===== config.mk =====
export PLATFORM = sky130hd
export DESIGN_NAME = forward_tag_pipeline
export DESIGN_NICKNAME = d
export VERILOG_FILES = /design/src/rtl/forward_tag_pipeline.sv
export SDC_FILE = /design/constraint.sdc
export NUM_CORES = 1
export LEC_CHECK = 0
export BUFFER_PORTS_ARGS = -buffer_cell sky130_fd_sc_hd__buf_4
export CAP_MARGIN = 30
export CORE_MARGIN = 1.5
export CORE_UTILIZATION = 56
export CTS_BUF_LIST = sky130_fd_sc_hd__clkbuf_4
export DETAILED_ROUTE_END_ITERATION = 8
export GPL_TIMING_DRIVEN = 0
export PLACE_DENSITY = 0.87
export SETUP_SLACK_MARGIN = 0.3
export SKIP_LAST_GASP = 1
export SLEW_MARGIN = 10
export SYNTH_ARGS = -nofsm -noshare
export SYNTH_HDL_FRONTEND = slang
export SYNTH_SLANG_ARGS = --single-unit

===== constraint.sdc =====
create_clock -name clk -period 4.2 [get_ports clk]
set_clock_uncertainty 0.05 [all_clocks]
set_input_delay 0.21 -clock clk [delete_from_list [all_inputs] [get_ports clk]]
set_output_delay 0.21 -clock clk [all_outputs]
set_load 0.05 [all_outputs]

===== src/rtl/forward_tag_pipeline.sv =====
// ============================================================================
// Module   : forward_tag_pipeline
// Brief    : EXE/MEM/WB register-tag tracking, bubble insertion and EXE operand
//            forwarding-select generation for the 5-stage core.
// Revision : 1.0 - initial release
// ============================================================================
`default_nettype none

module forward_tag_pipeline #(
    parameter int REG_W = 4,
    parameter int CNT_W = 16
) (
    input  logic             clk,
    input  logic             rst,
    input  logic [REG_W-1:0] id_dest,
    input  logic [REG_W-1:0] id_src1,
    input  logic [REG_W-1:0] id_src2,
    input  logic             id_wb_en,
    input  logic             id_mem_r_en,
    input  logic             id_two_src,
    input  logic             hazard_detected,
    input  logic             flush,
    input  logic             forward_en,
    output logic [REG_W-1:0] exe_dest,
    output logic [REG_W-1:0] mem_dest,
    output logic [REG_W-1:0] wb_dest,
    output logic             exe_wb_en,
    output logic             mem_wb_en,
    output logic             wb_wb_en,
    output logic             exe_mem_r_en,
    output logic             mem_mem_r_en,
    output logic [1:0]       sel_src1,
    output logic [1:0]       sel_src2,
    output logic [CNT_W-1:0] bubble_cnt
);

    localparam logic [1:0]       c_sel_rf  = 2'b00;
    localparam logic [1:0]       c_sel_mem = 2'b01;
    localparam logic [1:0]       c_sel_wb  = 2'b10;
    localparam logic [CNT_W-1:0] c_cnt_max = '1;

    // EXE stage
    logic [REG_W-1:0] r_exe_dest;
    logic [REG_W-1:0] r_exe_src1;
    logic [REG_W-1:0] r_exe_src2;
    logic             r_exe_wb_en;
    logic             r_exe_mem_r_en;
    logic             r_exe_two_src;
    // MEM stage
    logic [REG_W-1:0] r_mem_dest;
    logic             r_mem_wb_en;
    logic             r_mem_mem_r_en;
    // WB stage
    logic [REG_W-1:0] r_wb_dest;
    logic             r_wb_wb_en;

    logic [CNT_W-1:0] r_bubble_cnt;
    logic             w_bubble;

    assign w_bubble = hazard_detected | flush;

    always_ff @(posedge clk) begin
        if (rst) begin
            r_exe_dest     <= '0;
            r_exe_src1     <= '0;
            r_exe_src2     <= '0;
            r_exe_wb_en    <= 1'b0;
            r_exe_mem_r_en <= 1'b0;
            r_exe_two_src  <= 1'b0;
            r_mem_dest     <= '0;
            r_mem_wb_en    <= 1'b0;
            r_mem_mem_r_en <= 1'b0;
            r_wb_dest      <= '0;
            r_wb_wb_en     <= 1'b0;
            r_bubble_cnt   <= '0;
        end else begin
            // A bubble zeroes every field so it can never match, even on r0.
            if (w_bubble) begin
                r_exe_dest     <= '0;
                r_exe_src1     <= '0;
                r_exe_src2     <= '0;
                r_exe_wb_en    <= 1'b0;
                r_exe_mem_r_en <= 1'b0;
                r_exe_two_src  <= 1'b0;
            end else begin
                r_exe_dest     <= id_dest;
                r_exe_src1     <= id_src1;
                r_exe_src2     <= id_src2;
                r_exe_wb_en    <= id_wb_en;
                r_exe_mem_r_en <= id_mem_r_en;
                r_exe_two_src  <= id_two_src;
            end

            r_mem_dest     <= r_exe_dest;
            r_mem_wb_en    <= r_exe_wb_en;
            r_mem_mem_r_en <= r_exe_mem_r_en;
            r_wb_dest      <= r_mem_dest;
            r_wb_wb_en     <= r_mem_wb_en;

            // Only stall bubbles are counted; flush-only bubbles are not.
            if (hazard_detected && (r_bubble_cnt != c_cnt_max)) begin
                r_bubble_cnt <= r_bubble_cnt + 1'b1;
            end
        end
    end

    // MEM wins over WB since it holds the younger write; a load still in MEM
    // has no data yet and is never a forwarding source.
    function automatic logic [1:0] f_fwd_sel(
        input logic             fwd_en,
        input logic             src_used,
        input logic [REG_W-1:0] src,
        input logic             mem_wen,
        input logic             mem_load,
        input logic [REG_W-1:0] mem_tag,
        input logic             wb_wen,
        input logic [REG_W-1:0] wb_tag
    );
        logic [1:0] sel;
        sel = c_sel_rf;
        if (fwd_en && src_used) begin
            if (mem_wen && !mem_load && (src == mem_tag)) begin
                sel = c_sel_mem;
            end else if (wb_wen && (src == wb_tag)) begin
                sel = c_sel_wb;
            end
        end
        return sel;
    endfunction

    assign sel_src1 = f_fwd_sel(forward_en, 1'b1, r_exe_src1,
                                r_mem_wb_en, r_mem_mem_r_en, r_mem_dest,
                                r_wb_wb_en, r_wb_dest);
    assign sel_src2 = f_fwd_sel(forward_en, r_exe_two_src, r_exe_src2,
                                r_mem_wb_en, r_mem_mem_r_en, r_mem_dest,
                                r_wb_wb_en, r_wb_dest);

    assign exe_dest     = r_exe_dest;
    assign mem_dest     = r_mem_dest;
    assign wb_dest      = r_wb_dest;
    assign exe_wb_en    = r_exe_wb_en;
    assign mem_wb_en    = r_mem_wb_en;
    assign wb_wb_en     = r_wb_wb_en;
    assign exe_mem_r_en = r_exe_mem_r_en;
    assign mem_mem_r_en = r_mem_mem_r_en;
    assign bubble_cnt   = r_bubble_cnt;

endmodule

`default_nettype wire


# Word-level counts from Yosys, hierarchy flattened
# Index checks and enable logic that the tools add are counted.
totals:
  reg_bits: 42
  in_bits: 20
  output_inout_bits: 37
  elab_cells: 34
classes:
  n_addsub: 1
  eq_ne: 5
  muxes: 6
  n_bitwise: 1
  n_reduce_logical: 9
op_table:
  columns: ["cell", "n"]
  rows:
  - ["$add A16 B1 Y16 const B", 1]
  - ["$eq A4 B4 Y1", 4]
  - ["$ne A16 B16 Y1 const B", 1]
  - ["$mux W2", 6]
  - ["$logic_and A1 B1 Y1", 7]
  - ["$reduce_or A2 Y1", 1]
  - ["$logic_not A1 Y1", 1]
  - ["$or A1 B1 Y1", 1]

# Logic depth before layout (Yosys ltp)
# Gate-level depths: netlist of run 1.
logic_depth:
  ltp_word: 5
  ltp_mapped: 5

# Least setup slack after synthesis of run 1
# OpenSTA, ideal clock, no wires.
synth_timing:
  path_type: "reg2out"
  from: "reg r_mem_dest[3] (netlist: mem_dest[3])"
  to: "out sel_src1[1]"
  arrival_time_ns: 2.110
  path_slack_ns: 1.830
  path_stages_with_launch: 5
  path_buffers: 0
  path_cell_list: "dfxtp_1 > inv_1 > o221ai_1 > nor3_1 > nor3_1"
synth_between:
  elab_chain_len: 4
synth_lines:
  columns: ["item", "line_no", "text"]
  rows:
  - ["start, declared", "50", "logic [REG_W-1:0] r_mem_dest;"]
  - ["start signal, assigned", "94", "r_mem_dest <= r_exe_dest;"]
  - ["$eq A4 B4 Y1", "122", "if (mem_wen && !mem_load && (src == mem_tag)) begin"]
  - ["$logic_and A1 B1 Y1", "122", null]
  - ["$mux W2", "122", null]
  - ["$mux W2", "121", "if (fwd_en && src_used) begin"]
  - ["end, declared", "32", "output logic [1:0] sel_src1,"]
# No other way between the ends.

# Worst setup path in the final report of run 1
layout_timing:
  from: "reg r_mem_dest[3] (netlist: mem_dest[3])"
  to: "out sel_src1[0]"
# Same word-level chain as after synthesis.

==> impl_summary.txt, run 1 <==
----------------------------------------------------
[Place]
  Number of placed instances with taps included ... 264
  Final estimated routing congestion in global placement ... 0.8549
  Quantity of I/O buffers inserted on ports ... 56
  HPWL reported at the end of detailed placement ... 2851 um
  Setup slack after placement ... 2.223 ns

[Critical path]
  Slowest stage cell on the critical path ... sky130_fd_sc_hd__dfxtp_1
  Internal reg-to-reg setup slack ... 2.22 ns
  Cell family contributing the most delay on the critical path ... flip-flops
  Crit Path Max Fanout ... 3
  Cell count along the critical path ... 5
  Element type at the critical path end ... output port
  Start point of the critical path ... mem_dest[3]
  Delay of the slowest critical-path stage ... 0.43 ns
  Cells along the critical path ... inv_1 -> a221o_1 -> nor3_1 -> and2_1 -> buf_4
  Worst setup path endpoint ... sel_src1[0]
  Count of buffer and inverter cells on the critical path ... 2
  Startpoint kind of the worst setup timing path ... flip-flop
  Worst-case reg-to-reg path depth ... 5
  Worst path arrival time ... 1.75 ns
  WP data required ... 3.94 ns
  Capturing point of the worst reg2reg path ... bubble_cnt[1]
  Start-to-end type of the worst setup path ... flip-flop to output port
  FF-to-FF Start ... bubble_cnt[0]

[Yosys]
  Cell type with the highest aggregate area in the netlist ... sky130_fd_sc_hd__dfxtp_1
  Sequential area share after synthesis ... 48.41%
  Most instantiated cells after synthesis ... 42 x sky130_fd_sc_hd__dfxtp_1, 18 x sky130_fd_sc_hd__and2_1, 14 x sky130_fd_sc_hd__nor2b_1
  Cell with the most instances after synthesis ... sky130_fd_sc_hd__dfxtp_1
  Post-synthesis net count ... 196
  Unique cell type count in the Yosys netlist ... 36
  Asr flop ratio synth ... 0%
  Top-area cell type share of the netlist area ... 48.41%
  Syn_area_per_cell ... 9.924 sq um
  Yosys Warn Count ... 0
  Commonest register cell after synthesis ... sky130_fd_sc_hd__dfxtp_1
  Flops & latches, synth ... 42
  Synthesized instance count ... 175
  Cell area after synthesis ... 1737 sq um
  Number of enable flip-flop cells after synthesis ... 0
  Cell types occupying the most area after synthesis ... sky130_fd_sc_hd__dfxtp_1 48%, sky130_fd_sc_hd__and2_1 6.5%, sky130_fd_sc_hd__nor2b_1 5.0%

[Status]
  Status ... complete, no violations

[Timing]
  Final sum of negative setup slack ... 0 ns
  Post-route minimum period ... 2.012 ns
  Final critical-path share of the clock period ... 47.91%
  Setup repair after global routing missed its margin ... no
  Setup slack after layout ... 2.188 ns
  Setup violation total in the final timing report ... 0
  Highest Clock Rate ... 497.0 MHz
  Count of final max-slew check failures ... 0
  Slew of the pin with the lowest slew margin ... 0.5773 ns
  Number of endpoints with negative hold slack in the final report ... 0
  Rel. slew slack ... 61.21%

[Pwr]
  Clock power frac ... 27.9%
  Sw Ratio ... 25.90%
  Power dissipated by switching net loads ... 0.0001761 W
  Leak Pwr ... 1.058 nW
  Comb pwr share ... 11.3%
  Share of power burned in registers ... 60.8%
  Cell-internal power ... 0.0005040 W
  Power density cells ... 286.7 nW/um^2
  Maximum ir drop on the vdd rail ... 0.0003004 V

[Finish]
  Total area of multi-input combinational cells ... 865.8 sq um
  Number of inserted diodes ... 0
  Number of fillers in the final layout ... 227
  Area delta synth->final ... 36.60%
  Storage cell area ... 840.8 sq um
  Non-filler instance count after layout ... 284
  Share of layout cells above drive strength 1 ... 28.29%
  Layout Nets ... 271

[Clock network]
  Sinks on Clock Net ... 42
  Number of buffers inserted during clock tree synthesis ... 5
  Reg clk slew, reported paths ... 0.12 ns
  Cell at the root of the clock tree ... sky130_fd_sc_hd__clkbuf_4
  Insertion delay to the later sink of the worst-skew pair ... 0.35 ns
  H-tree level count ... 2
  Max Root-Sink Buffers ... 2
  Post-CTS sizing ... 0
  Clock tree from TritonCTS ... yes

[Routing]
  Total wirelength of the detailed-routed design ... 4286 um
  Avg Vias per Cell ... 5.521
  Pre-Repair DR Iteration Count ... 4
  Post-detailed-route DRC marker count ... 0
  Routed WL per cell ... 15.09 um
  Count of routing violations after the opening detailed-route iteration ... 57
  Post-route antenna net violation count ... 0
  Total via count after detailed routing ... 1568

[Global route]
  Via count of the first global-routing pass ... 1407
  Global route overflow ... 0
  Global-route wire length before repair ... 6389 um
  Initial antenna violation count ... 0
  Total routing resource utilization after global routing ... 24.99%
  Largest net degree at the start of global routing ... 14

[Min path]
  Classification of the worst-slack hold path ... input pin to flip-flop

[Die]
  Die Footprint ... 3445 sq um
  Width of the die ... 58.69 um
  Die H ... 58.69 um
  Area of the core ... 3003 sq um
  Placement Rows ... 20
  Number of I/O pins ... 57
  Initial core utilization ... 57.83%

[Run]
  Number of maximum-capacitance violations ... 0

----------------------------------------------------
==> stage by stage <==
stage          utilization [%]  hold WS (ns)  cell area [sq um]  total power, W
2_1_floorplan                -        0.2817               1737       0.0004588
3_3_place_gp             73.21        0.3617               2198       0.0004871
3_5_place_dp             73.21        0.3648               2198       0.0004881
4_1_cts                  77.67    0.00008468               2332       0.0006777
5_1_grt                  79.00       0.01048               2372       0.0007070
6_report                 79.00       0.01315               2372       0.0006801
==> final cells by class <==
| cell class | count | area share, % |
|---|---|---|
| Inverter | 4 | 0.6329 |
| Sequential cell | 42 | 35.44 |
| Buffer | 4 | 0.6329 |
| Clock inverter | 3 | 0.6857 |
| Timing Repair Buffer | 68 | 22.78 |
| Multi-Input combinational cell | 125 | 36.50 |
| Clock buffer | 5 | 1.582 |
| Tap cell | 33 | 1.741 |
==> worst min-delay path by stage <==
stage	start	end	slack, ns	cells after the start
after floorplan	id_dest[0]	exe_dest[0]	0.28	1
after global placement	id_dest[1]	exe_dest[1]	0.36	2
after detailed placement	id_dest[3]	exe_dest[3]	0.36	2
after CTS	id_dest[0]	exe_dest[0]	0.00008	2
after global routing	id_src1[3]	r_exe_src1[3]	0.01	2
final	id_src1[3]	r_exe_src1[3]	0.01	2
==> power by group through the flow <==
| stage | logic (W) | clock network [W] | registers, W |
|---|---|---|---|
| 2_1_floorplan | 0.0000209 | 0 | 0.000438 |
| 3_3_place_gp | 0.0000658 | 0 | 0.000421 |
| 3_5_place_dp | 0.0000665 | 0 | 0.000422 |
| 4_1_cts | 0.0000728 | 0.000192 | 0.000413 |
| 5_1_grt | 0.0000822 | 0.000210 | 0.000414 |
| 6_report | 0.0000771 | 0.000190 | 0.000413 |
==> flip-flops by register name, indices dropped and copies added (netlist names), 4 cells and up <==
signal and cells:
bubble_cnt 16, exe_dest 4, mem_dest 4, r_exe_src1 4, r_exe_src2 4, wb_dest 4
==> cells in the final DEF (no fill, tap or decap), types with 2 or more instances in the layout <==
cell / netlist / routed
sky130_fd_sc_hd__buf_4: 0 / 56
sky130_fd_sc_hd__dfxtp_1: 42 / 42
sky130_fd_sc_hd__and2_1: 18 / 18
sky130_fd_sc_hd__nor2b_1: 14 / 14
sky130_fd_sc_hd__dlygate4sd3_1: 0 / 12
sky130_fd_sc_hd__nor2_1: 11 / 11
sky130_fd_sc_hd__xnor2_1: 9 / 9
sky130_fd_sc_hd__xor2_1: 7 / 7
sky130_fd_sc_hd__nor3_1: 6 / 6
sky130_fd_sc_hd__nand2_1: 6 / 6
sky130_fd_sc_hd__and3_1: 6 / 6
sky130_fd_sc_hd__nand3_1: 5 / 5
sky130_fd_sc_hd__a21oi_1: 5 / 5
sky130_fd_sc_hd__clkbuf_4: 0 / 5
sky130_fd_sc_hd__inv_1: 4 / 4
sky130_fd_sc_hd__o21ai_0: 4 / 4
sky130_fd_sc_hd__or3_1: 4 / 4
sky130_fd_sc_hd__clkbuf_1: 3 / 3
sky130_fd_sc_hd__and4_1: 3 / 3
sky130_fd_sc_hd__mux2_2: 3 / 3
sky130_fd_sc_hd__a31oi_1: 3 / 3
sky130_fd_sc_hd__nor4_1: 2 / 2
sky130_fd_sc_hd__nand4_1: 2 / 2
sky130_fd_sc_hd__mux2i_1: 2 / 2
sky130_fd_sc_hd__a311oi_1: 2 / 2
==> per-layer routing <==
metal,global-route usage (%),up-vias,share of wire [%]
met5,0,-,0
met4,9.740,0,2.2
met3,7.253,10,5.6
met2,41.89,62,52
met1,30.31,730,41
li1,-,766,-
==> worst register-to-register path, cell delays in order (launching register included) <==
cell                      delay (ns)
sky130_fd_sc_hd__dfxtp_1        0.43
sky130_fd_sc_hd__ha_1           0.30
sky130_fd_sc_hd__nand4_4        0.19
sky130_fd_sc_hd__o41ai_4        0.60
sky130_fd_sc_hd__mux2i_1        0.24
sky130_fd_sc_hd__nor2_1         0.06
==> cell families after synthesis <==
logic type      Yosys count  synth area share [%]
compound gates           22                 9.943
xor+xnor                 16                 8.069
fa+ha+maj                 1                0.7203
buf+inv                   8                 1.729
flops                    42                 48.42
mux                       5                 3.098
simple gates             81                 28.03
==> what timing repair did <==
action,in CTS,in global routing
hold endpoints to repair,8,4
setup buffers,0,0
hold buffers,8,4
No activity file was read; power rests on OpenSTA's default activity.
==> run 2, diff against run 1 <==
--- a/config.mk
+++ b/config.mk
@@ -8,11 +8,11 @@
 export BUFFER_PORTS_ARGS = -buffer_cell sky130_fd_sc_hd__buf_4
 export CAP_MARGIN = 30
 export CORE_MARGIN = 1.5
-export CORE_UTILIZATION = 56
+export CORE_UTILIZATION = 47
 export CTS_BUF_LIST = sky130_fd_sc_hd__clkbuf_4
 export DETAILED_ROUTE_END_ITERATION = 8
 export GPL_TIMING_DRIVEN = 0
-export PLACE_DENSITY = 0.87
+export PLACE_DENSITY = 0.78
 export SETUP_SLACK_MARGIN = 0.3
 export SKIP_LAST_GASP = 1
 export SLEW_MARGIN = 10
==> constraint.sdc (replaced) <==
create_clock -name clk -period 1.79 [get_ports clk]
set_clock_uncertainty 0.05 [all_clocks]
set_input_delay 0.0895 -clock clk [delete_from_list [all_inputs] [get_ports clk]]
set_output_delay 0.0895 -clock clk [all_outputs]
set_load 0.05 [all_outputs]
==> impl_summary.txt, run 2 (same netlist as run 1, synthesis figures left out) <==
----------------------------------------------------
[Clock network]
  Clock tree from TritonCTS ... yes
  Max Root-Sink Buffers ... 2 (unchanged)
  Number of buffers inserted during clock tree synthesis ... 5 (unchanged)
  H-tree level count ... 2 (unchanged)
  Sinks on Clock Net ... 42 (unchanged)
  Insertion delay to the later sink of the worst-skew pair ... 0.37 ns (+0.02 ns)
  Reg clk slew, reported paths ... 0.13 ns (about the same)
  Cell at the root of the clock tree ... sky130_fd_sc_hd__clkbuf_4

[Pwr]
  Power density cells ... 551.5 nW/um^2 (+92%)
  Leak Pwr ... 1.335 nW (+26%)
  Maximum ir drop on the vdd rail ... 0.0006864 V (+130%)

[Routing]
  Post-route antenna net violation count ... 0 (unchanged)
  Routed WL per cell ... 19.72 um (+31%)
  Count of routing violations after the opening detailed-route iteration ... 133 (+130%)
  Pre-Repair DR Iteration Count ... 5 (+1)
  Post-detailed-route DRC marker count ... 0 (unchanged)
  Total wirelength of the detailed-routed design ... 6585 um (+54%)
  Total via count after detailed routing ... 1894 (+21%)
  Avg Vias per Cell ... 5.671 (+2.7%)

[Timing]
  Setup violation total in the final timing report ... 4 (+4)
  Setup slack after layout ... -0.07003 ns (-2.258 ns)
  Rel. slew slack ... 54.48% (-6.7 points)
  Setup repair after global routing missed its margin ... yes
  Count of final max-slew check failures ... 0 (unchanged)
  Worst hold slack across all endpoints ... 0.07143 ns (+0.05828 ns)
  Final critical-path share of the clock period ... 103.9%
  Slew of the pin with the lowest slew margin ... 0.6828 ns (+0.1055 ns)
  Post-route minimum period ... 1.860 ns
  Highest Clock Rate ... 537.6 MHz
  Number of endpoints with negative hold slack in the final report ... 0 (unchanged)

[Die]
  Initial core utilization ... 50.45% (-7.4 points)
  Area of the core ... 3442 sq um (+15%)
  Number of I/O pins ... 57 (unchanged)
  Die H ... 63.79 um (+8.7%)
  Placement Rows ... 21 (+5.0%)
  Width of the die ... 63.79 um (+8.7%)
  Die Footprint ... 4069 sq um (+18%)

[Min path]
  Classification of the worst-slack hold path ... input pin to flip-flop

[Global route]
  Global route overflow ... 0 (unchanged)
  Total routing resource utilization after global routing ... 25.74% (+0.75 points)
  Largest net degree at the start of global routing ... 16 (+2)
  Initial antenna violation count ... 0 (unchanged)
  Via count of the first global-routing pass ... 1656 (+18%)
  Global-route wire length before repair ... 8010 um (+25%)

[Place]
  Number of placed instances with taps included ... 277 (+4.9%)
  Final estimated routing congestion in global placement ... 0.8410 (-1.6%)
  Quantity of I/O buffers inserted on ports ... 56 (unchanged)
  HPWL reported at the end of detailed placement ... 2961 um (+3.9%)

[Critical path]
  Delay of the slowest critical-path stage ... 0.41 ns (-0.02 ns)
  Start-to-end type of the worst setup path ... flip-flop to output port
  Cells along the critical path ... xor2_1 -> nor4_4 -> buf_4 -> nor3_4 -> buf_6
  Crit Path Max Fanout ... 2 (-1)
  Cell family contributing the most delay on the critical path ... flip-flops
  Element type at the critical path end ... output port
  Slowest stage cell on the critical path ... sky130_fd_sc_hd__dfxtp_1
  Startpoint kind of the worst setup timing path ... flip-flop
  Count of buffer and inverter cells on the critical path ... 2 (unchanged)
  Worst path arrival time ... 1.72 ns (-0.03 ns)
  WP data required ... 1.65 ns (-2.29 ns)

[Status]
  Violations in the final reports ... setup timing
  Status ... complete, but fails checks

[Finish]
  Number of inserted diodes ... 0 (unchanged)
  Total area of multi-input combinational cells ... 1096 sq um (+27%)
  Non-filler instance count after layout ... 334 (+18%)
  Storage cell area ... 923.4 sq um (+9.8%)
  Area delta synth->final ... 77.09%
  Share of layout cells above drive strength 1 ... 57.29% (+29 points)
  Max FFs per register ... 16 (unchanged)
  Number of fillers in the final layout ... 146 (-36%)
  Post-layout utilization of the core ... 89.35% (+10 points)
  Layout Nets ... 308 (+14%)
  Most frequent cells in the layout ... 73 x sky130_fd_sc_hd__buf_4, 19 x sky130_fd_sc_hd__dfxtp_4, 17 x sky130_fd_sc_hd__and2_1, 15 x sky130_fd_sc_hd__dlygate4sd3_1
  Most frequent standard cell in the layout excluding fill and tap cells ... sky130_fd_sc_hd__buf_4

[Run]
  Number of maximum-capacitance violations ... 0 (unchanged)

----------------------------------------------------
[run 2: tightest hold or removal path, cell delays in order]
cell                     delay (ns)
sky130_fd_sc_hd__buf_4         0.08
sky130_fd_sc_hd__nor3_1        0.09
sky130_fd_sc_hd__and2_1        0.18
[run 2: final timing paths]
kind / from / endpoint / slack [ns] / depth (start not counted)
max: r_exe_src2[3] / sel_src2[1] / -0.07 / 5
min: flush / exe_mem_r_en / 0.07 / 3
max reg2reg: bubble_cnt[1] / bubble_cnt[5] / 0.07 / 6
min reg2reg: exe_dest[2] / mem_dest[2] / 0.41 / 1
[run 2: area by class of cell]
class                   count  share of cell area, %
multi-input cells         125                  35.64
inverters                   4                 0.4882
clock buffers               5                  1.221
repair buffers            105                  29.45
clock inverters             3                 0.8137
well taps                  46                  1.871
plain buffers               4                 0.4882
flip-flops and latches     42                  30.02
[run 2: power breakdown]
part / internal [W] / total (W) / switching, W
Combinational: 0.000113 / 0.000237 / 0.000124
Clock: 0.000161 / 0.000512 / 0.000351
Sequential: 0.000928 / 0.000947 / 0.0000190
Total: 0.00120 / 0.00170 / 0.000494
[run 2: through the flow]
stage	power, W	area (sq um)	setup TNS [ns]	worst slack [ns]
after floorplan	0.001064	1887	0	0.1101
after global placement	0.001130	2365	0	0.09736
after detailed placement	0.001135	2365	0	0.05431
after CTS	0.001668	2798	-0.1387	-0.06715
after global routing	0.001751	3075	-0.4164	-0.1205
final	0.001696	3075	-0.2016	-0.07003
[run 2: per-layer routing]
metal / track usage, % / routed length (um) / vias up
li1: - / - / 842
met1: 29.36 / 2474 / 898
met2: 48.05 / 3295 / 123
met3: 5.458 / 517 / 31
met4: 6.793 / 298 / 0
met5: 0 / 0 / -
[run 2: timing repair]
item,in CTS,in global routing
hold endpoints to repair,15,0
resized for setup,23,32
setup endpoints to repair,17,20
hold buffers,15,0
setup buffers,17,17
pin swaps,17,18
